[src/rtl/vt52_video_pkg.sv]
// Shared constants and types for the VT52-style character-cell video path.
// Latency: n/a (declarations only).
// Backpressure: n/a.
package vt52_video_pkg;

    localparam int COLS     = 64;
    localparam int ROWS     = 16;
    localparam int CELL_W   = 8;
    localparam int CELL_H   = 16;
    localparam int CHAR_AW  = 10;
    localparam int FONT_AW  = 11;
    localparam int PIPE_LAT = 5;

    localparam int HBP_DEFAULT          = 112;
    localparam int VBP_DEFAULT          = 145;
    localparam int BLINK_FRAMES_DEFAULT = 30;

    // Per-pixel side information carried alongside the memory fetches.
    typedef struct packed {
        logic [2:0] sub;    // pixel column within the glyph row
        logic [3:0] grow;   // glyph row within the cell
        logic       blank;
        logic       hsync;
        logic       vsync;
        logic       cur;    // cursor covers this pixel
    } pipe_t;

    // Idle state: blanked, syncs deasserted (high), no cursor.
    localparam pipe_t PIPE_RST = '{sub: 3'd0, grow: 4'd0, blank: 1'b1,
                                   hsync: 1'b1, vsync: 1'b1, cur: 1'b0};

    function automatic logic [CHAR_AW-1:0] cell_addr(input logic [3:0] row,
                                                     input logic [5:0] col);
        return {row, col};
    endfunction

endpackage

[src/rtl/cursor_blinker.sv]
// Cursor blink phase: toggles every BLINK_FRAMES falling edges of vsync.
// Latency: phase changes the cycle after the qualifying vsync fall.
// Backpressure: none; free-running.
module cursor_blinker #(
    parameter int BLINK_FRAMES = 30
) (
    input  logic px_clk,
    input  logic clr_n,
    input  logic vsync,
    output logic phase
);

    localparam int CW = (BLINK_FRAMES > 1) ? $clog2(BLINK_FRAMES) : 1;

    logic          vs_prev_q, vs_prev_d;
    logic [CW-1:0] cnt_q, cnt_d;
    logic          phase_q, phase_d;
    logic          frame_tick;

    // Frame tick on vsync 1->0; counter wraps at BLINK_FRAMES-1 and flips the phase.
    always_comb begin
        vs_prev_d  = vsync;
        frame_tick = vs_prev_q & ~vsync;
        cnt_d      = cnt_q;
        phase_d    = phase_q;
        if (frame_tick) begin
            if (cnt_q == CW'(BLINK_FRAMES - 1)) begin
                cnt_d   = '0;
                phase_d = ~phase_q;
            end else begin
                cnt_d = cnt_q + 1'b1;
            end
        end
    end

    // Blink state registers; cursor starts visible.
    always_ff @(posedge px_clk or negedge clr_n) begin
        if (!clr_n) begin
            vs_prev_q <= 1'b1;
            cnt_q     <= '0;
            phase_q   <= 1'b1;
        end else begin
            vs_prev_q <= vs_prev_d;
            cnt_q     <= cnt_d;
            phase_q   <= phase_d;
        end
    end

    assign phase = phase_q;

endmodule

[src/rtl/video_generator.sv]
// Character-cell monochrome pixel generator with blinking block cursor; optional VIDEO_INVERSE_EN (code bit 7 = inverse video).
// Latency: exactly 5 px_clk from hc/vc/blank/sync input to pixel and delayed syncs/blank.
// Backpressure: none; one pixel per px_clk, never stalls.
module video_generator
    import vt52_video_pkg::*;
#(
    parameter int HBP          = HBP_DEFAULT,
    parameter int VBP          = VBP_DEFAULT,
    parameter int BLINK_FRAMES = BLINK_FRAMES_DEFAULT
) (
    input  logic               px_clk,
    input  logic               clr_n,
    input  logic [10:0]        hc,
    input  logic [10:0]        vc,
    input  logic               hblank,
    input  logic               vblank,
    input  logic               hsync,
    input  logic               vsync,
    output logic [CHAR_AW-1:0] char_addr,
    input  logic [7:0]         char_data,
    output logic [FONT_AW-1:0] font_addr,
    input  logic [7:0]         font_data,
    input  logic [5:0]         cursor_x,
    input  logic [3:0]         cursor_y,
    input  logic               cursor_en,
    output logic               pixel,
    output logic               hsync_out,
    output logic               vsync_out,
    output logic               blank_out
);

    localparam int NSTG = PIPE_LAT - 1;   // side-info stages before the output register

    logic [10:0] x_w, y_w;
    logic [5:0]  col;
    logic [2:0]  sub;
    logic [3:0]  row, grow;
    logic        blank_in;
    logic        phase;
    logic        cur_hit;
    logic        inv_d4;
    logic        font_bit;
    pipe_t       stage_in;

    pipe_t [NSTG-1:0]    pipe_q, pipe_d;
    logic [CHAR_AW-1:0]  char_addr_q, char_addr_d;
    logic [FONT_AW-1:0]  font_addr_q, font_addr_d;
    logic                pixel_q, pixel_d;
    logic                hsync_out_q, hsync_out_d;
    logic                vsync_out_q, vsync_out_d;
    logic                blank_out_q, blank_out_d;

    cursor_blinker #(.BLINK_FRAMES(BLINK_FRAMES)) u_blink (
        .px_clk (px_clk),
        .clr_n  (clr_n),
        .vsync  (vsync),
        .phase  (phase)
    );

    // Screen coordinates and cell decomposition; bits above the cell grid wrap silently.
    always_comb begin
        x_w      = hc - 11'(HBP);
        y_w      = vc - 11'(VBP);
        col      = x_w[8:3];
        sub      = x_w[2:0];
        row      = y_w[7:4];
        grow     = y_w[3:0];
        blank_in = hblank | vblank;
        cur_hit  = cursor_en & phase & (col == cursor_x) & (row == cursor_y) & ~blank_in;
        stage_in = '{sub: sub, grow: grow, blank: blank_in,
                     hsync: hsync, vsync: vsync, cur: cur_hit};
    end

    // Stage 0: char address (held through blanking) and side-info pipe shift.
    always_comb begin
        char_addr_d = blank_in ? char_addr_q : cell_addr(row, col);
        pipe_d      = {pipe_q[NSTG-2:0], stage_in};
    end

    // Stage 2: glyph row fetch once the character code has returned.
    always_comb begin
        font_addr_d = {char_data[6:0], pipe_q[1].grow};
    end

`ifdef VIDEO_INVERSE_EN
    logic [1:0] inv_q, inv_d;
    logic       unused_bits;

    // Inverse flag rides with the font fetch so it lines up with font_data.
    always_comb begin
        inv_d = {inv_q[0], char_data[7]};
    end

    // Inverse flag registers.
    always_ff @(posedge px_clk or negedge clr_n) begin
        if (!clr_n) begin
            inv_q <= '0;
        end else begin
            inv_q <= inv_d;
        end
    end

    assign inv_d4      = inv_q[1];
    assign unused_bits = ^{x_w[10:9], y_w[10:8]};
`else
    logic unused_bits;

    assign inv_d4      = 1'b0;
    assign unused_bits = ^{char_data[7], x_w[10:9], y_w[10:8]};
`endif

    // Stage 4: pick the glyph bit, apply cursor and inverse, force dark while blanked.
    always_comb begin
        font_bit    = font_data[3'd7 - pipe_q[NSTG-1].sub];
        pixel_d     = pipe_q[NSTG-1].blank ? 1'b0 : (font_bit ^ pipe_q[NSTG-1].cur ^ inv_d4);
        hsync_out_d = pipe_q[NSTG-1].hsync;
        vsync_out_d = pipe_q[NSTG-1].vsync;
        blank_out_d = pipe_q[NSTG-1].blank;
    end

    // Pipeline registers; reset empties the pipe into the blanked, sync-idle state.
    always_ff @(posedge px_clk or negedge clr_n) begin
        if (!clr_n) begin
            pipe_q      <= {NSTG{PIPE_RST}};
            char_addr_q <= '0;
            font_addr_q <= '0;
            pixel_q     <= 1'b0;
            hsync_out_q <= 1'b1;
            vsync_out_q <= 1'b1;
            blank_out_q <= 1'b1;
        end else begin
            pipe_q      <= pipe_d;
            char_addr_q <= char_addr_d;
            font_addr_q <= font_addr_d;
            pixel_q     <= pixel_d;
            hsync_out_q <= hsync_out_d;
            vsync_out_q <= vsync_out_d;
            blank_out_q <= blank_out_d;
        end
    end

    assign char_addr = char_addr_q;
    assign font_addr = font_addr_q;
    assign pixel     = pixel_q;
    assign hsync_out = hsync_out_q;
    assign vsync_out = vsync_out_q;
    assign blank_out = blank_out_q;

endmodule

[config.mk]
export PLATFORM = sky130hd
export DESIGN_NAME = video_generator
export DESIGN_NICKNAME = d
export VERILOG_FILES = /design/src/rtl/vt52_video_pkg.sv /design/src/rtl/cursor_blinker.sv /design/src/rtl/video_generator.sv
export SDC_FILE = /design/constraint.sdc
export NUM_CORES = 1
export LEC_CHECK = 0
export ABC_AREA = 1
export CORE_UTILIZATION = 40
export CTS_BUF_LIST = sky130_fd_sc_hd__clkbuf_8
export DETAILED_ROUTE_END_ITERATION = 10
export PLACE_DENSITY_LB_ADDON = 0.1
export SLEW_MARGIN = 30
export SYNTH_ARGS = -nofsm -noshare
export SYNTH_HDL_FRONTEND = slang
export SYNTH_SLANG_ARGS = --single-unit
export TNS_END_PERCENT = 10
[constraint.sdc]
create_clock -name px_clk -period 2.6 [get_ports px_clk]
set_clock_uncertainty 0.1 [all_clocks]
set_input_delay 0.26 -clock px_clk [delete_from_list [all_inputs] [get_ports px_clk]]
set_output_delay 0.26 -clock px_clk [all_outputs]
set_load 0.01 [all_outputs]
==> impl_metrics.csv <==
group,metric,value,unit
yosys,synth.top_cell.area_share,0.511,
route,wl,4080,um
clock_tree,clk_pin_slew,70,ps
yosys,yosysSeqAreaShare,0.679,
cells_and_area,nets,375,
placement,globalplace.congestion,0.720,
yosys,synth_area_per_cell,10.8,um^2
die,die_w,81.0,um
run,cap_violations,0,
pwr,powerDensity,658,mW/mm^2
placement,post-dp-hpwl,3000,um
timing,post-route-period-util,0.663,
setup_path,critPathBufInv,1,
clock_tree,worstSkewPairLatency,320,ps
clock_tree,clockBufferDepth,2,
yosys,synth-seq-cells,67,
yosys,synth.distinct_cells,25,
placement,portBuffers,73,
setup_path,crit_type,"flip-flop to primary output",
setup_path,slowest_stage,"dfstp_2",
yosys,synth_edf_count,0,
pwr,vdd_drop_max,0.000371,V
route,drc,0,
yosys,synthTopCellsByCount,"53 x nand2_1, 51 x dfrtp_1, 29 x inv_1",
min_path,hp-class,"primary input to flip-flop",
setup_path,worst-path-stages,1,
route,drt_iter0_markers,70,
clock_tree,h-tree-depth,3,
cells_and_area,utilization,0.591,
setup_path,r2r-end,"u_blink.phase",
die,core_area,0.00596,mm^2
pwr,sw_frac_of_total,0.254,
grt,grt_pass1_vias,1690,
setup_path,r2r-start,"u_blink.vs_prev_q",
clock_tree,cts_buffers,9,
clock_tree,post_cts_buffers,0,
timing,final-setup-viol-count,0,
clock_tree,ctsHoldBuffers,1,
timing,finalCriticalPeriod,1720,ps
placement,preCtsSetupSlack,610,ps
route,drt-pass1-iter-count,4,
die,initial_core_util,0.419,
grt,grt_pass1_wl,7000,um
die,std_cell_rows,28,
clock_tree,cts-resized-gates,0,
die,die_area,0.00656,mm^2
setup_path,crit_family,"flip-flops",
timing,finalMaxSlewViolations,0,
yosys,syn_area,0.00250,mm^2
setup_path,path_max_fanout,1,
timing,setup_ws,877,ps
yosys,async_flop_share,1.00,
pwr,intPower,0.00173,W
yosys,synth_cells,231,
clock_tree,cts_root_buf,"clkbuf_8",
timing,fmax,580,MHz
yosys,synth_ff_type,"dfrtp_1",
cells_and_area,final_cell_count_no_fill,396,
pwr,p_seq_frac,0.525,
timing,slew_headroom,0.776,
clock_tree,cts.sinks,67,
timing,rsz0062_at_grt,"false",
pwr,p_clk_frac,0.321,
grt,antenna_found_initial,0,
setup_path,ff2ff_path_depth,5,
setup_path,cp.required,2240,ps
setup_path,end_kind,"primary output",
timing,finalSetupTns,0,ps
yosys,yosysMostFrequentCell,"nand2_1",
setup_path,arrival,1360,ps
route,antenna_left,0,
setup_path,reg2reg_slack,1170,ps
yosys,syn_nets,290,
setup_path,crit_start,"blank_out",
yosys,synthTopCellsByArea,"dfrtp_1 51%, dfstp_2 17%, nand2_1 8.0%, inv_1 4.4%, o21ai_0 3.0%",
clock_tree,tritoncts,"built",
cells_and_area,diodes,0,
route,routedWlPerCell,10.3,um
setup_path,critPathMaxStageDelay,520,ps
pwr,leakagePower,1.65,nW
pwr,comb_power_share,0.155,
placement,dp.cells,379,
timing,finalHoldViolations,0,
setup_path,crit_path_end,"blank_out",
route,vias,1733,
die,num_io_pins,80,
pwr,p_switching,0.000588,W
setup_path,path_cells,"clkdlybuf4s50_1",
cells_and_area,syn_to_final_growth,41.0,%
grt,grt_use_total,0.147,
grt,grt-ovfl-total,0,
die,die_h,81.0,um
timing,tightest_slew,336,ps
grt,grt_start_max_net_pins,68,
run_status,status,"finished, final reports clean",
min_path,holdPathStages,1,
yosys,yosys.area.top_type,"dfrtp_1",
route,viasPerCell,4.38,
timing,holdWs,243,ps
yosys,yosysWarnings,0,
setup_path,start_kind,"flip-flop",
cells_and_area,drive_above_1_share,0.143,
power by group through the flow:
stage / Sequential (W) / Clock [W] / Combinational (W)
floorplan: 0.00124 / 0 / 0.000143
global placement: 0.00123 / 0 / 0.000356
detailed placement: 0.00123 / 0 / 0.000365
CTS: 0.00122 / 0.000781 / 0.000366
global route: 0.00123 / 0.000832 / 0.000409
finish: 0.00122 / 0.000742 / 0.000358
worst min path at each step:
stage / slack [ps] / end / from
after floorplan: -140 / char_addr[0] / clr_n
after global placement: 210 / u_blink.cnt_q[0] / clr_n
after detailed placement: 200 / u_blink.cnt_q[3] / clr_n
after CTS: 230 / pipe_d[13] / hsync
after global routing: 220 / pipe_d[13] / hsync
final: 240 / pipe_d[13] / hsync
cell usage in the layout, fill, tap and decap left out, drive strengths merged:
cell           instances
a21o                   1
mux2i                  1
clkdlybuf4s50         72
clkbuf                10
ha                     4
nand4                  1
o21bai                 1
clkinv                 5
o22ai                  2
o21ai                 15
dfrtp                 51
a31oi                  1
dlygate4sd3            1
inv                   30
dfstp                 16
xnor2                  3
buf                    2
xor2                   6
clkinvlp               2
nor2                  25
nand3b                 1
a21oi                  2
nand3                 12
nand2                 57
per-stage QoR:
step / power (W) / area, um^2
finish: 0.00232 / 3520
global route: 0.00247 / 3520
CTS: 0.00236 / 3520
detailed placement: 0.00160 / 3330
global placement: 0.00159 / 3330
floorplan: 0.00139 / 2500
metal layers:
layer	wire length, um	global-route usage	vias to the layer above
met4	72	0.0857	0
met5	0	0	-
li1	-	-	884
met1	1750	0.163	795
met2	1980	0.242	48
met3	275	0.0528	6
final cells by class:
class,count,area (um^2)
inverters,31,116
clock inverters,6,41.3
repair buffers,75,756
flip-flops and latches,67,1700
well taps,75,93.8
multi-input cells,132,679
clock buffers,10,138
fillers,512,2430
sequential cells by signal, indices dropped and copies added (netlist names), 4 cells and up:
register and cells:
font_addr_d 4, pipe_q 4, u_blink.cnt_q 5, pipe_d 24, font_addr 11, char_addr 10
logic make-up after synthesis:
family / after synthesis / share of synthesized area
and+or+nand+nor: 96 / 0.169
DFF: 67 / 0.679
buffers and inverters: 32 / 0.0486
AOI/OAI and AO/OA: 22 / 0.0476
xor gates and xnor gates: 9 / 0.0316
adders and majority gates: 4 / 0.0200
muxes: 1 / 0.00401
(Power assumes the default switching activity.)
